### src/rtl/awg_pkg.sv
// Shared definitions for the waveform-generator signal chain: word widths,
// DAC streamer state encoding and SPI frame packing.
package awg_pkg;

    localparam int DATA_W  = 10;
    localparam int FRAME_W = 16;
    localparam int CTRL_W  = 4;

    typedef enum logic [1:0] {
        IDLE  = 2'd0,
        SHIFT = 2'd1,
        HOLD  = 2'd2
    } dac_state_e;

    localparam logic [CTRL_W-1:0] DEF_CTRL_BITS = 4'b0000;

    // DAC frame layout: command nibble, sample, two don't-care LSBs.
    function automatic logic [FRAME_W-1:0] build_frame(input logic [CTRL_W-1:0] ctrl,
                                                       input logic [DATA_W-1:0] data);
        return {ctrl, data, 2'b00};
    endfunction

endpackage

### src/rtl/tick_gen.sv
// Sample-rate divider: one-cycle tick every SAMPLE_DIV clocks while enabled.
// The counter restarts from 0 whenever enable is low or clear is asserted.
module tick_gen #(
    parameter int SAMPLE_DIV = 100
) (
    input  logic clk,
    input  logic rst,
    input  logic enable,
    input  logic clear,
    output logic tick
);

    localparam int CW = (SAMPLE_DIV > 1) ? $clog2(SAMPLE_DIV) : 1;
    localparam logic [CW-1:0] LAST = CW'(SAMPLE_DIV - 1);

    logic [CW-1:0] cnt;
    logic          tick_q;

    // tick_q is registered off the terminal count, so the first tick lands
    // exactly SAMPLE_DIV cycles after enable rises.
    always_ff @(posedge clk or posedge rst) begin
        if (rst) begin
            cnt    <= '0;
            tick_q <= 1'b0;
        end else if (!enable || clear) begin
            cnt    <= '0;
            tick_q <= 1'b0;
        end else if (cnt == LAST) begin
            cnt    <= '0;
            tick_q <= 1'b1;
        end else begin
            cnt    <= cnt + 1'b1;
            tick_q <= 1'b0;
        end
    end

    assign tick = tick_q & enable;

endmodule

### src/rtl/dac_spi_streamer.sv
// Samples waveform data at a fixed rate and serialises each sample as a
// 16-bit SPI mode-0 frame to a serial DAC, counting ticks lost while busy.
module dac_spi_streamer
    import awg_pkg::*;
#(
    parameter int                SCLK_HALF  = 2,
    parameter int                SAMPLE_DIV = 100,
    parameter int                CS_HOLD    = 4,
    parameter logic [CTRL_W-1:0] CTRL_BITS  = DEF_CTRL_BITS
) (
    input  logic              clk,
    input  logic              rst,
    input  logic              enable,
    input  logic [DATA_W-1:0] sample_data,
    output logic              dac_sclk,
    output logic              dac_mosi,
    output logic              dac_cs_n,
    output logic              busy,
    output logic              sample_taken,
    output logic [7:0]        overrun_cnt,
    output logic [1:0]        state_dbg
);

    localparam logic [1:0] S_IDLE  = 2'(IDLE);
    localparam logic [1:0] S_SHIFT = 2'(SHIFT);
    localparam logic [1:0] S_HOLD  = 2'(HOLD);

    localparam int HW  = (SCLK_HALF > 1) ? $clog2(SCLK_HALF) : 1;
    localparam int HLW = (CS_HOLD > 1) ? $clog2(CS_HOLD) : 1;
    localparam logic [HW-1:0]  HALF_LAST = HW'(SCLK_HALF - 1);
    localparam logic [HLW-1:0] HOLD_LAST = HLW'(CS_HOLD - 1);

    logic [1:0]         state;
    logic [FRAME_W-2:0] shreg;
    logic [HW-1:0]      half_cnt;
    logic [3:0]         bit_cnt;
    logic [HLW-1:0]     hold_cnt;
    logic               tick;
    logic [FRAME_W-1:0] frame;

    tick_gen #(
        .SAMPLE_DIV(SAMPLE_DIV)
    ) u_tick_gen (
        .clk   (clk),
        .rst   (rst),
        .enable(enable),
        .clear (1'b0),
        .tick  (tick)
    );

    assign frame = build_frame(CTRL_BITS, sample_data);

    // Capture strobe: sample_data is consumed only in a cycle where tick is
    // high and the serialiser is idle; sample_taken marks exactly that cycle.
    assign sample_taken = tick && (state == S_IDLE);
    assign busy         = (state != S_IDLE);
    assign state_dbg    = state;

    always_ff @(posedge clk or posedge rst) begin
        if (rst) begin
            state       <= S_IDLE;
            shreg       <= '0;
            half_cnt    <= '0;
            bit_cnt     <= '0;
            hold_cnt    <= '0;
            dac_sclk    <= 1'b0;
            dac_mosi    <= 1'b0;
            dac_cs_n    <= 1'b1;
            overrun_cnt <= '0;
        end else begin
            if (tick && (state != S_IDLE) && (overrun_cnt != 8'hFF))
                overrun_cnt <= overrun_cnt + 8'd1;

            case (state)
                S_IDLE: begin
                    if (tick) begin
                        shreg    <= frame[FRAME_W-2:0];
                        dac_mosi <= frame[FRAME_W-1];
                        dac_cs_n <= 1'b0;
                        dac_sclk <= 1'b0;
                        half_cnt <= '0;
                        bit_cnt  <= '0;
                        state    <= S_SHIFT;
                    end
                end
                S_SHIFT: begin
                    if (half_cnt == HALF_LAST) begin
                        half_cnt <= '0;
                        if (!dac_sclk) begin
                            dac_sclk <= 1'b1;
                        end else if (bit_cnt == 4'd15) begin
                            dac_sclk <= 1'b0;
                            dac_cs_n <= 1'b1;
                            dac_mosi <= 1'b0;
                            hold_cnt <= '0;
                            state    <= S_HOLD;
                        end else begin
                            // Data only moves on the falling edge, so the DAC
                            // sees it stable across each rising edge.
                            dac_sclk <= 1'b0;
                            dac_mosi <= shreg[FRAME_W-2];
                            shreg    <= {shreg[FRAME_W-3:0], 1'b0};
                            bit_cnt  <= bit_cnt + 4'd1;
                        end
                    end else begin
                        half_cnt <= half_cnt + 1'b1;
                    end
                end
                S_HOLD: begin
                    if (hold_cnt == HOLD_LAST) begin
                        hold_cnt <= '0;
                        state    <= S_IDLE;
                    end else begin
                        hold_cnt <= hold_cnt + 1'b1;
                    end
                end
                default: begin
                    state    <= S_IDLE;
                    dac_cs_n <= 1'b1;
                    dac_sclk <= 1'b0;
                    dac_mosi <= 1'b0;
                end
            endcase
        end
    end

endmodule

### config.mk
export PLATFORM = sky130hd
export DESIGN_NAME = dac_spi_streamer
export DESIGN_NICKNAME = d
export VERILOG_FILES = /design/src/rtl/awg_pkg.sv /design/src/rtl/tick_gen.sv /design/src/rtl/dac_spi_streamer.sv
export SDC_FILE = /design/constraint.sdc
export NUM_CORES = 1
export LEC_CHECK = 0
export BUFFER_PORTS_ARGS = -buffer_cell sky130_fd_sc_hd__buf_4
export CAP_MARGIN = 20
export CORE_MARGIN = 2
export CORE_UTILIZATION = 57
export CTS_CLUSTER_DIAMETER = 40
export CTS_CLUSTER_SIZE = 28
export DETAILED_ROUTE_END_ITERATION = 10
export PLACE_DENSITY = 0.84
export SKIP_CTS_REPAIR_TIMING = 1
export SLEW_MARGIN = 20
export SYNTH_ARGS = -nofsm -noshare
export SYNTH_HDL_FRONTEND = slang
export SYNTH_SLANG_ARGS = --single-unit
### constraint.sdc
create_clock -name clk -period 1.8 [get_ports clk]
set_input_delay 0.18 -clock clk [delete_from_list [all_inputs] [get_ports clk]]
set_output_delay 0.18 -clock clk [all_outputs]
set_load 0.03 [all_outputs]
* Yosys cells after proc, flatten, opt, wreduce, memory -nomap -nowiden
Cells that the tools add are included.
** Storage, ports and cells
- Memory bits (writable) :: 0
- Flip-flop bits (word level) :: 43
- Input port bits :: 13
- Word-level logic and storage cells :: 83
- Memories kept :: 0
- ROM bits :: 0
- Output and inout bits :: 15
- Latch bits :: 0
** Operators by class
- $mul :: 0
- Mux-type cells :: 39
- Add/subtract/negate cells :: 5
- Reduce and logical (&&, ||, !) cells :: 14
- Bitwise operators :: 2
- Equal/unequal tests :: 12
- Divide/modulo/power cells :: 0
- Shift operators :: 0
- $lt $le $gt $ge :: 0
** Operators by type and width (count)
- $mux 15 :: 4
- $pmux 15 s2 :: 1
- $mux 2 :: 9
- $mux 4 :: 4
- $reduce_and 5->1 :: 3
- $mux 7 :: 2
- $mux 1 :: 12
- $ne 2x2->1 const B :: 6
- $pmux 1 s3 :: 3
- $add 8x1->8 const B :: 1
- $ne 8x8->1 const B :: 1
- $pmux 4 s2 :: 1
- $reduce_and 4->1 :: 2
- $add 7x1->7 const B :: 1
- $eq 7x7->1 const B :: 1
- $pmux 2 s3 :: 1
- $reduce_bool 2->1 :: 3
- $add 4x1->4 const B :: 1
- $eq 2x2->1 const B :: 2
- $eq 4x4->1 const B :: 1
- $pmux 2 s2 :: 1
- $logic_and 1x1->1 :: 3
- $reduce_and 3->1 :: 1
- $add 2x1->2 const B :: 1
- 7 further kinds :: 7

* Depth between registers and ports, before layout
Gate-level depths: netlist (run 1).
- Depth in word-level cells :: 5
- Depth in mapped cells :: 6
- Mapped depth without buffers :: 4

* Modules after synthesis
Synthesis (run 1) repeated with hierarchy kept, for this count alone.
** Unflattened totals
- Cells, all modules :: 194
- Area, all modules :: 2003.2 um2
** Modules (own cells, without submodules)
- dac_spi_streamer :: sequential area each 827.0 um2, times used 1, cells each 160, area an instance 1635.3 um2
- tick_gen :: sequential area each 200.2 um2, times used 1, cells each 34, area an instance 367.9 um2

* Worst setup path before layout (run 1)
OpenSTA, ideal clock, no wires.
- Kind :: register to register
- Start :: register state[0], in the netlist state_dbg[0]
- End :: register shreg[3]
- Clock period less this slack :: 1771 ps
- Arrival :: 1646 ps
- Setup slack :: 29 ps
- Buffers on the path :: 3
- Required time :: 1675 ps
- Library setup time :: 125 ps
- Cell stages (with the launch flop) :: 7
- Cell sequence :: dfrtp_1 -> buf_4 -> and4bb_1 -> buf_6 -> a21o_4 -> buf_6 -> mux2_4
** On the way
- Word-level cells in the longest chain between the ends :: 3
- Elaborated cells on any way between the ends :: 9
- Classes of those cells :: eq/ne: 5; mux: 1; reduce/logical: 3
** RTL lines
- start: declaration :: RTL line dac_spi_streamer.sv:33 : logic [1:0] state;
- start signal: assignment :: RTL line dac_spi_streamer.sv:61 : state <= S_IDLE;
- start signal: assignment :: RTL line dac_spi_streamer.sv:83 : state <= S_SHIFT;
- start signal: assignment :: RTL line dac_spi_streamer.sv:96 : state <= S_HOLD;
- $eq 2x1->1 or $logic_not 2->1 (tied branches) :: RTL line dac_spi_streamer.sv:74 : case (state)
- $ne 2x2->1 (no source line) or $reduce_bool 2->1 (tied branches)
- $reduce_and 5->1 (no source line)
- end signal: assignment :: RTL line dac_spi_streamer.sv:77 : shreg <= frame[FRAME_W-2:0];
- end signal: assignment :: RTL line dac_spi_streamer.sv:102 : shreg <= {shreg[FRAME_W-3:0], 1'b0};
- end: declaration :: RTL line dac_spi_streamer.sv:34 : logic [FRAME_W-2:0] shreg;
Several ways; a longest one is shown, not always the timed one.
A chain may end at the register's enable or synchronous reset.

* Final worst setup path (run 1)
- Start :: register state[1], in the netlist state_dbg[1]
- End :: output port sample_taken
** On the way
- Word-level cells in the longest chain between the ends :: 2
** RTL lines
- $logic_not 2->1 :: RTL line dac_spi_streamer.sv:55 : assign sample_taken = tick && (state == S_IDLE);
- $logic_and 1x1->1 :: RTL line dac_spi_streamer.sv:55
- end: declaration :: RTL line dac_spi_streamer.sv:19 : output logic sample_taken,
No other way between the ends.

==> impl_results.md, run 1 <==
- Status: completed
- GRT Max-Usage Layer: met2
- GP Congestion: 0.823
- Crit path kind: register to output port
- Tcrit/Tclk final: 0.975
- Synth Instances: 180
- DRT Pass-1 Iters: 4
- Remaining DRCs: 0
- Leakage power: 1.14 nW
- Worst-margin pin slew: 0.616 ns
- Combinational share of power: 0.239
- First DRT Iteration DRCs: 102
- Cells along the critical path: and4bb_1 > buf_4 > buf_4
- Port-buffer cells: 27
- Pwr dens: 993 mW/mm²
- Max cap viols: 0
- GR Layer Usage met2: 0.350
- Worst clock skew: between 0.006 and 0.007 ns
- EDFF count, synth: 0
- TritonCTS clock tree: built
- Die X: 64.3 µm
- Top cell type by total area after synthesis: dfrtp_1
- Vias: 1531
- Mapped Nets: 197
- Number of global-route vias before repair: 1559
- R2R depth: 3
- Post-synth ARST share: 1.00
- Reg power frac: 0.543
- Worst min-delay path category: input port to register
- Commonest cells after routing, fill and taps aside: dfrtp_1, buf_4, mux2_2
- CTS clock-pin slew for the worst setup and hold paths: 0.12 ns
- I/O pin cnt: 28
- Worst skew pair latency: around 0.35 ns
- Register bit total from synthesis: between 40 and 50
- Area growth, synth to finish: 15.9%
- Grt total ovfl: 0
- Register area: 0.00103 mm²
- Commonest non-fill, non-tap cell in the layout: dfrtp_1
- Ratio of cells with drive above 1 in the final layout: 0.333
- DR WL/cell: approximately 15 µm
- Post-Syn Area: 0.00207 mm²
- Fin cells: between 200 and 300
- H-Tree Depth: 2
- Slew margin rel.: 0.585
- Root Driver: clkbuf_4
- Antenna cells: 0
- Crit. End Element: output port
- Die Y: ~64 µm
- Inst Count DP: 250
- Placed cell area: approximately 0.0023 mm²
- Met1 usage: 0.259
- GR met3 Demand/Resource: 0.0687
- Final Power: 2.39 mW
- Final Hold Vio Count: 0
- Routed vias/inst: 5.91
- Worst Path Required: 1.62 ns
- Gr usage total: 0.212
- Die area: 0.00413 mm²
- Filler cells: 245
- CTS Buf Count: 5
- Nets: between 200 and 250
- Clock Power Share: 0.218
- Sinks on Clock Net: 41
- Core footprint: about 0.0034 mm²
- First-pass GRT wire length: 6820 µm
- Crit path max fanout: 14
- Internal power: 1.70 mW
- HPWL Detailed: 2800 µm
- Max frequency: 570 MHz
- Crit path max-delay family: flip-flops
- Switching Share: 0.287
- Crit path time final: 1.75 ns
- Sw power: 0.685 mW
- Crit start category: register
- Prevailing post-synth register cell: dfrtp_1
- Most frequent CP cell: buf_4
- Syn Area/Cell: about 12 µm²
- Initial Util: 0.607
- Setup violators final: 0
- Critical Path Stages: 3
- Largest net degree at the start of global routing: 42
- Row cnt: 21
- CP Buf/Inv Count: 2
- RSZ-0062 raised after global routing: false
- Slew Viols, Final: 0
- Area contributors post-synth: dfrtp_1, mux2_2, mux2_4, nand2_1, ha_1
- Final Instance Area: 0.00240 mm²
- CP max stage cell: dfrtp_2
- Share of the synthesized area in the top cell type: 0.483
- Hold depth: 3
- Antenna violations before repair: 0
- Syn. warnings: 0
- VDD IR-drop max: 0.766 mV
- Drt total wl: 3940 µm
- CP arrival: between 1.5 and 2 ns
- Post-synthesis sequential area ratio: 0.496
- Cell variety after synth: 47
- CTS Buffer Depth: 2
- Footprint of the multi-input gates: around 960 µm²
- Post-route ant nets: 0
- Slowest Stage Delay on Critical Path: 0.51 ns
==> per-layer routing <==
| metal | part of all wire | wire length (µm) |
|---|---|---|
| met5 | 0 | 0 |
| met4 | 0.0081 | 32 |
| met1 | 0.43 | 1670 |
| met2 | 0.51 | 2020 |
| met3 | 0.055 | 216 |
==> flip-flops by register name, indices dropped and copies added (netlist names), 2 cells and up <==
name            cells
state_dbg           2
bit_cnt             4
u_tick_gen.cnt      7
overrun_cnt         8
hold_cnt            2
shreg              13
==> Yosys cell counts (3+ instances only) <==
cell type	n
dfrtp_1	40
mux2_2	20
nand2_1	14
nor2_1	9
inv_1	7
mux2_4	7
nand3_1	7
o21ai_0	7
a21oi_1	6
ha_1	4
nor2b_1	4
nor3_1	4
buf_6	3
nand2b_1	3
xor2_1	3
==> cell type report <==
class / instances / share of cell area
clock buffers: 7 / 0.0271
multi-input cells: 125 / 0.401
well taps: 46 / 0.0240
repair buffers: 32 / 0.106
inverters: 7 / 0.0109
clock inverters: 1 / 0.00208
flip-flops and latches: 41 / 0.429
==> through the flow <==
step | worst slack (ns) | hold slack, ns | util | setup TNS [ns]
finish | 0.0459 | 0.0824 | 0.703 | 0
global placement | 0.195 | 0.329 | 0.679 | 0
global route | 0.00311 | 0.0768 | 0.703 | 0
CTS | -0.00256 | -0.0551 | 0.700 | -0.00256
detailed placement | 0.143 | 0.339 | 0.679 | 0
floorplan | 0.0293 | 0.294 | - | 0
==> power groups by stage <==
stage	logic (mW)	registers, mW	clock network (mW)
floorplan	0.437	1.29	0
finish	0.570	1.30	0.520
global route	0.621	1.33	0.570
global placement	0.545	1.29	0
CTS	0.575	1.29	0.532
detailed placement	0.572	1.31	0
==> cell families after synthesis <==
family | after synthesis | share of synthesized area
simple gates | 55 | 0.142
flops | 41 | 0.496
xor+xnor | 5 | 0.0211
mux | 29 | 0.169
fa+ha+maj | 4 | 0.0242
buf+inv | 14 | 0.0393
compound gates | 32 | 0.109
==> path summary, 6_finish.rpt <==
| kind | start | to | slack, ns |
|---|---|---|---|
| worst min-delay path | sample_data[0] | shreg[2]$_DFFE_PP0P_ | 0.08 |
| worst max register to register | state_dbg[1]$_DFFE_PP0P_ | bit_cnt[1]$_DFFE_PP0P_ | 0.16 |
| worst max-delay path | state_dbg[1]$_DFFE_PP0P_ | sample_taken | 0.05 |
| min in group asynchronous | rst | u_tick_gen.cnt[0]$_DFF_PP0_ | 0.50 |
| max in group asynchronous | rst | state_dbg[0]$_DFFE_PP0P_ | 0.92 |
| worst min register to register | u_tick_gen.cnt[0]$_DFF_PP0_ | u_tick_gen.cnt[0]$_DFF_PP0_ | 0.48 |
==> worst register-to-register path: cells and delay by family (launching register included) <==
kind | cells | cell delay (ns)
flip-flops | 1 | 0.51
multiplexers | 1 | 0.37
AO/OA/AOI/OAI | 1 | 0.27
AND/OR/NAND/NOR | 1 | 0.38
(Power assumes the default switching activity.)
==> run 2, diff against run 1 <==
--- a/config.mk
+++ b/config.mk
@@ -7,12 +7,14 @@
 export LEC_CHECK = 0
 export BUFFER_PORTS_ARGS = -buffer_cell sky130_fd_sc_hd__buf_4
 export CAP_MARGIN = 20
+export CELL_PAD_IN_SITES_DETAIL_PLACEMENT = 0
+export CELL_PAD_IN_SITES_GLOBAL_PLACEMENT = 2
 export CORE_MARGIN = 2
-export CORE_UTILIZATION = 57
+export CORE_UTILIZATION = 37
 export CTS_CLUSTER_DIAMETER = 40
 export CTS_CLUSTER_SIZE = 28
 export DETAILED_ROUTE_END_ITERATION = 10
-export PLACE_DENSITY = 0.84
+export PLACE_DENSITY = 0.82
 export SKIP_CTS_REPAIR_TIMING = 1
 export SLEW_MARGIN = 20
 export SYNTH_ARGS = -nofsm -noshare
==> run 2 against run 1 <==
First-iteration DRC count decreased by 21%. Routed wire length decreased by 1.8%. Non-clock buffer count increased by 1. Clock skew increased by 0.0010 ns. Core utilization decreased by 25 points. Worst setup slack improved by 0.10 ns. Combinational power decreased by 2%. Register-to-register slack about the same. Power increased by 10%. Count of clock-buffer cells in the layout decreased by 1. Global-route usage decreased by 7.8 points. Final area increased by 3.5%.
==> impl_results.md, run 2 (synthesized netlist as in run 1, its figures left out) <==
- Worst-margin pin slew: 0.516 ns (was 0.616 ns)
- Commonest non-fill, non-tap cell in the layout: dfrtp_1 (unchanged)
- Largest net degree at the start of global routing: 42 (unchanged)
- Gr usage total: 0.135 (was 0.212)
- Routed vias/inst: 5.00 (was 5.91)
- Largest register FFs: 13 (unchanged)
- Largest Register: shreg (unchanged)
- TNS Setup: 0 ns (unchanged)
- Root Driver: clkbuf_8 (was clkbuf_4)
- Tcrit/Tclk final: 0.918 (was 0.975)
- Status: completed (unchanged)
- Die Y: 78.8 µm (was 64.3 µm)
- Row cnt: 27 (was 21)
- First-pass GRT wire length: 6490 µm (was 6820 µm)
- Final Hold Vio Count: 0 (unchanged)
- R2R depth: 4 (was 3)
- Worst clock skew: 0.00774 ns (was 0.00671 ns)
- First DRT Iteration DRCs: 81 (was 102)
- Crit path max fanout: 10 (was 14)
- Die area: 0.00621 mm² (was 0.00413 mm²)
- DR WL/cell: 13.5 µm (was 15.2 µm)
- DRT Pass-1 Iters: 2 (was 4)
- Leakage power: 1.16 nW (was 1.14 nW)
- Crit. End Element: output port (unchanged)
- RSZ-0062 raised after global routing: false (unchanged)
- Max frequency: 605 MHz (was 570 MHz)
- Regs by FF count: shreg (13), overrun_cnt (8), u_tick_gen.cnt (7) (unchanged)
- Slew Viols, Final: 0 (unchanged)
- Antenna violations before repair: 0 (unchanged)
- Remaining DRCs: 0 (unchanged)
- Inst Count DP: 278 (was 250)
- Crit path time final: 1.65 ns (was 1.75 ns)
- Grt total ovfl: 0 (unchanged)
- Ratio of cells with drive above 1 in the final layout: 0.332 (was 0.333)
- Drt total wl: 3870 µm (was 3940 µm)
- Max cap viols: 0 (unchanged)
- Port-buffer cells: 27 (unchanged)
- CTS Buffer Depth: 2 (unchanged)
- Die X: 78.8 µm (was 64.3 µm)
- Fin cells: 286 (was 259)
- Worst Path Required: 1.62 ns (about the same)
- Area growth, synth to finish: 20.0% (was 15.9%)
- Number of global-route vias before repair: 1367 (was 1559)
- Crit start category: register (unchanged)
- Post-route ant nets: 0 (unchanged)
- TritonCTS clock tree: built (unchanged)
- HPWL Detailed: 2630 µm (was 2800 µm)
- Crit path kind: register to output port (unchanged)
- Reg2reg start: overrun_cnt[0]$_DFFE_PP0P_ (was state_dbg[1]$_DFFE_PP0P_)
- Worst skew pair latency: 0.30 ns (was 0.35 ns)
- GP Congestion: 0.725 (was 0.823)
- Vias: 1431 (was 1531)
- Worst setup path start: state_dbg[0]$_DFFE_PP0P_ (was state_dbg[1]$_DFFE_PP0P_)
- CP arrival: 1.47 ns (was 1.57 ns)
- Pwr dens: 1060 mW/mm² (was 993 mW/mm²)
- Sinks on Clock Net: 41 (unchanged)
- Initial Util: 0.379 (was 0.607)
- Commonest cells after routing, fill and taps aside: dfrtp_1, buf_4, mux2_2 (unchanged)
- CTS clock-pin slew for the worst setup and hold paths: 0.09 ns (was 0.12 ns)
- Setup violators final: 0 (unchanged)
- Antenna cells: 0 (unchanged)
- H-Tree Depth: 2 (unchanged)
- Worst min-delay path category: input port to async pin (was input port to register)
- I/O pin cnt: 28 (unchanged)
- Nets: 230 (was 229)
- Core footprint: 0.00547 mm² (was 0.00342 mm²)
- Final Power: 2.63 mW (was 2.39 mW)
- CTS Buf Count: 5 (unchanged)
- VDD IR-drop max: 0.432 mV (was 0.766 mV)
- Slew margin rel.: 0.656 (was 0.585)
## run 2: changes by cell type in the layout (fill, tap and decap cells not counted), moves of 2 or more
cell,change
clkbuf_8,+4
buf_4,+2
dfrtp_1,+2
clkbuf_4,-5
dfrtp_2,-2
## run 2: final timing paths
| path | end | slack (ns) |
|---|---|---|
| worst min register to register | u_tick_gen.cnt[0]$_DFF_PP0_ | 0.46 |
| max in group asynchronous | dac_cs_n$_DFFE_PP1P_ | 1.43 |
| worst max register to register | overrun_cnt[1]$_DFFE_PP0P_ | 0.16 |
| worst min-delay path | u_tick_gen.cnt[5]$_DFF_PP0_ | 0.003 |
| worst max-delay path | sample_taken | 0.15 |
| min in group clk | shreg[2]$_DFFE_PP0P_ | 0.12 |
## run 2: power breakdown
group / switching (mW) / internal [mW]
sequential: 0.160 / 1.13
combinational: 0.210 / 0.347
clock: 0.337 / 0.451
total: 0.707 / 1.93
## run 2: layout make-up
type | count | area (µm²)
Clock buffer | 6 | 82.6
Clock inverter | 2 | 37.5
Fill cell | 536 | 2990
Inverter | 7 | 26.3
Multi-Input combinational cell | 125 | 963
Sequential cell | 41 | 1030
Tap cell | 72 | 90.1
Timing Repair Buffer | 33 | 260
## run 2: critical path, stage by stage, from the launching register on
cell and delay (ns):
dfrtp_1 0.49, and4bb_1 0.35, buf_4 0.17, buf_4 0.17
## run 2: stage by stage
step	hold slack [ns]	instance area [µm²]	util	setup slack (ns)
after floorplan	0.294	2070	-	0.0293
after global placement	0.346	2370	0.433	0.207
after detailed placement	0.354	2370	0.433	0.172
after CTS	0.0247	2490	0.455	0.121
after global routing	0.0580	2490	0.455	0.0526
final	0.00314	2490	0.455	0.148
## run 2: layer usage
| metal | GRT usage | wire length (µm) | up-vias |
|---|---|---|---|
| met5 | 0 | 0 | - |
| li1 | - | - | 714 |
| met3 | 0.0341 | 136 | 7 |
| met1 | 0.189 | 1910 | 689 |
| met2 | 0.198 | 1760 | 21 |
| met4 | 0.0569 | 59 | 0 |
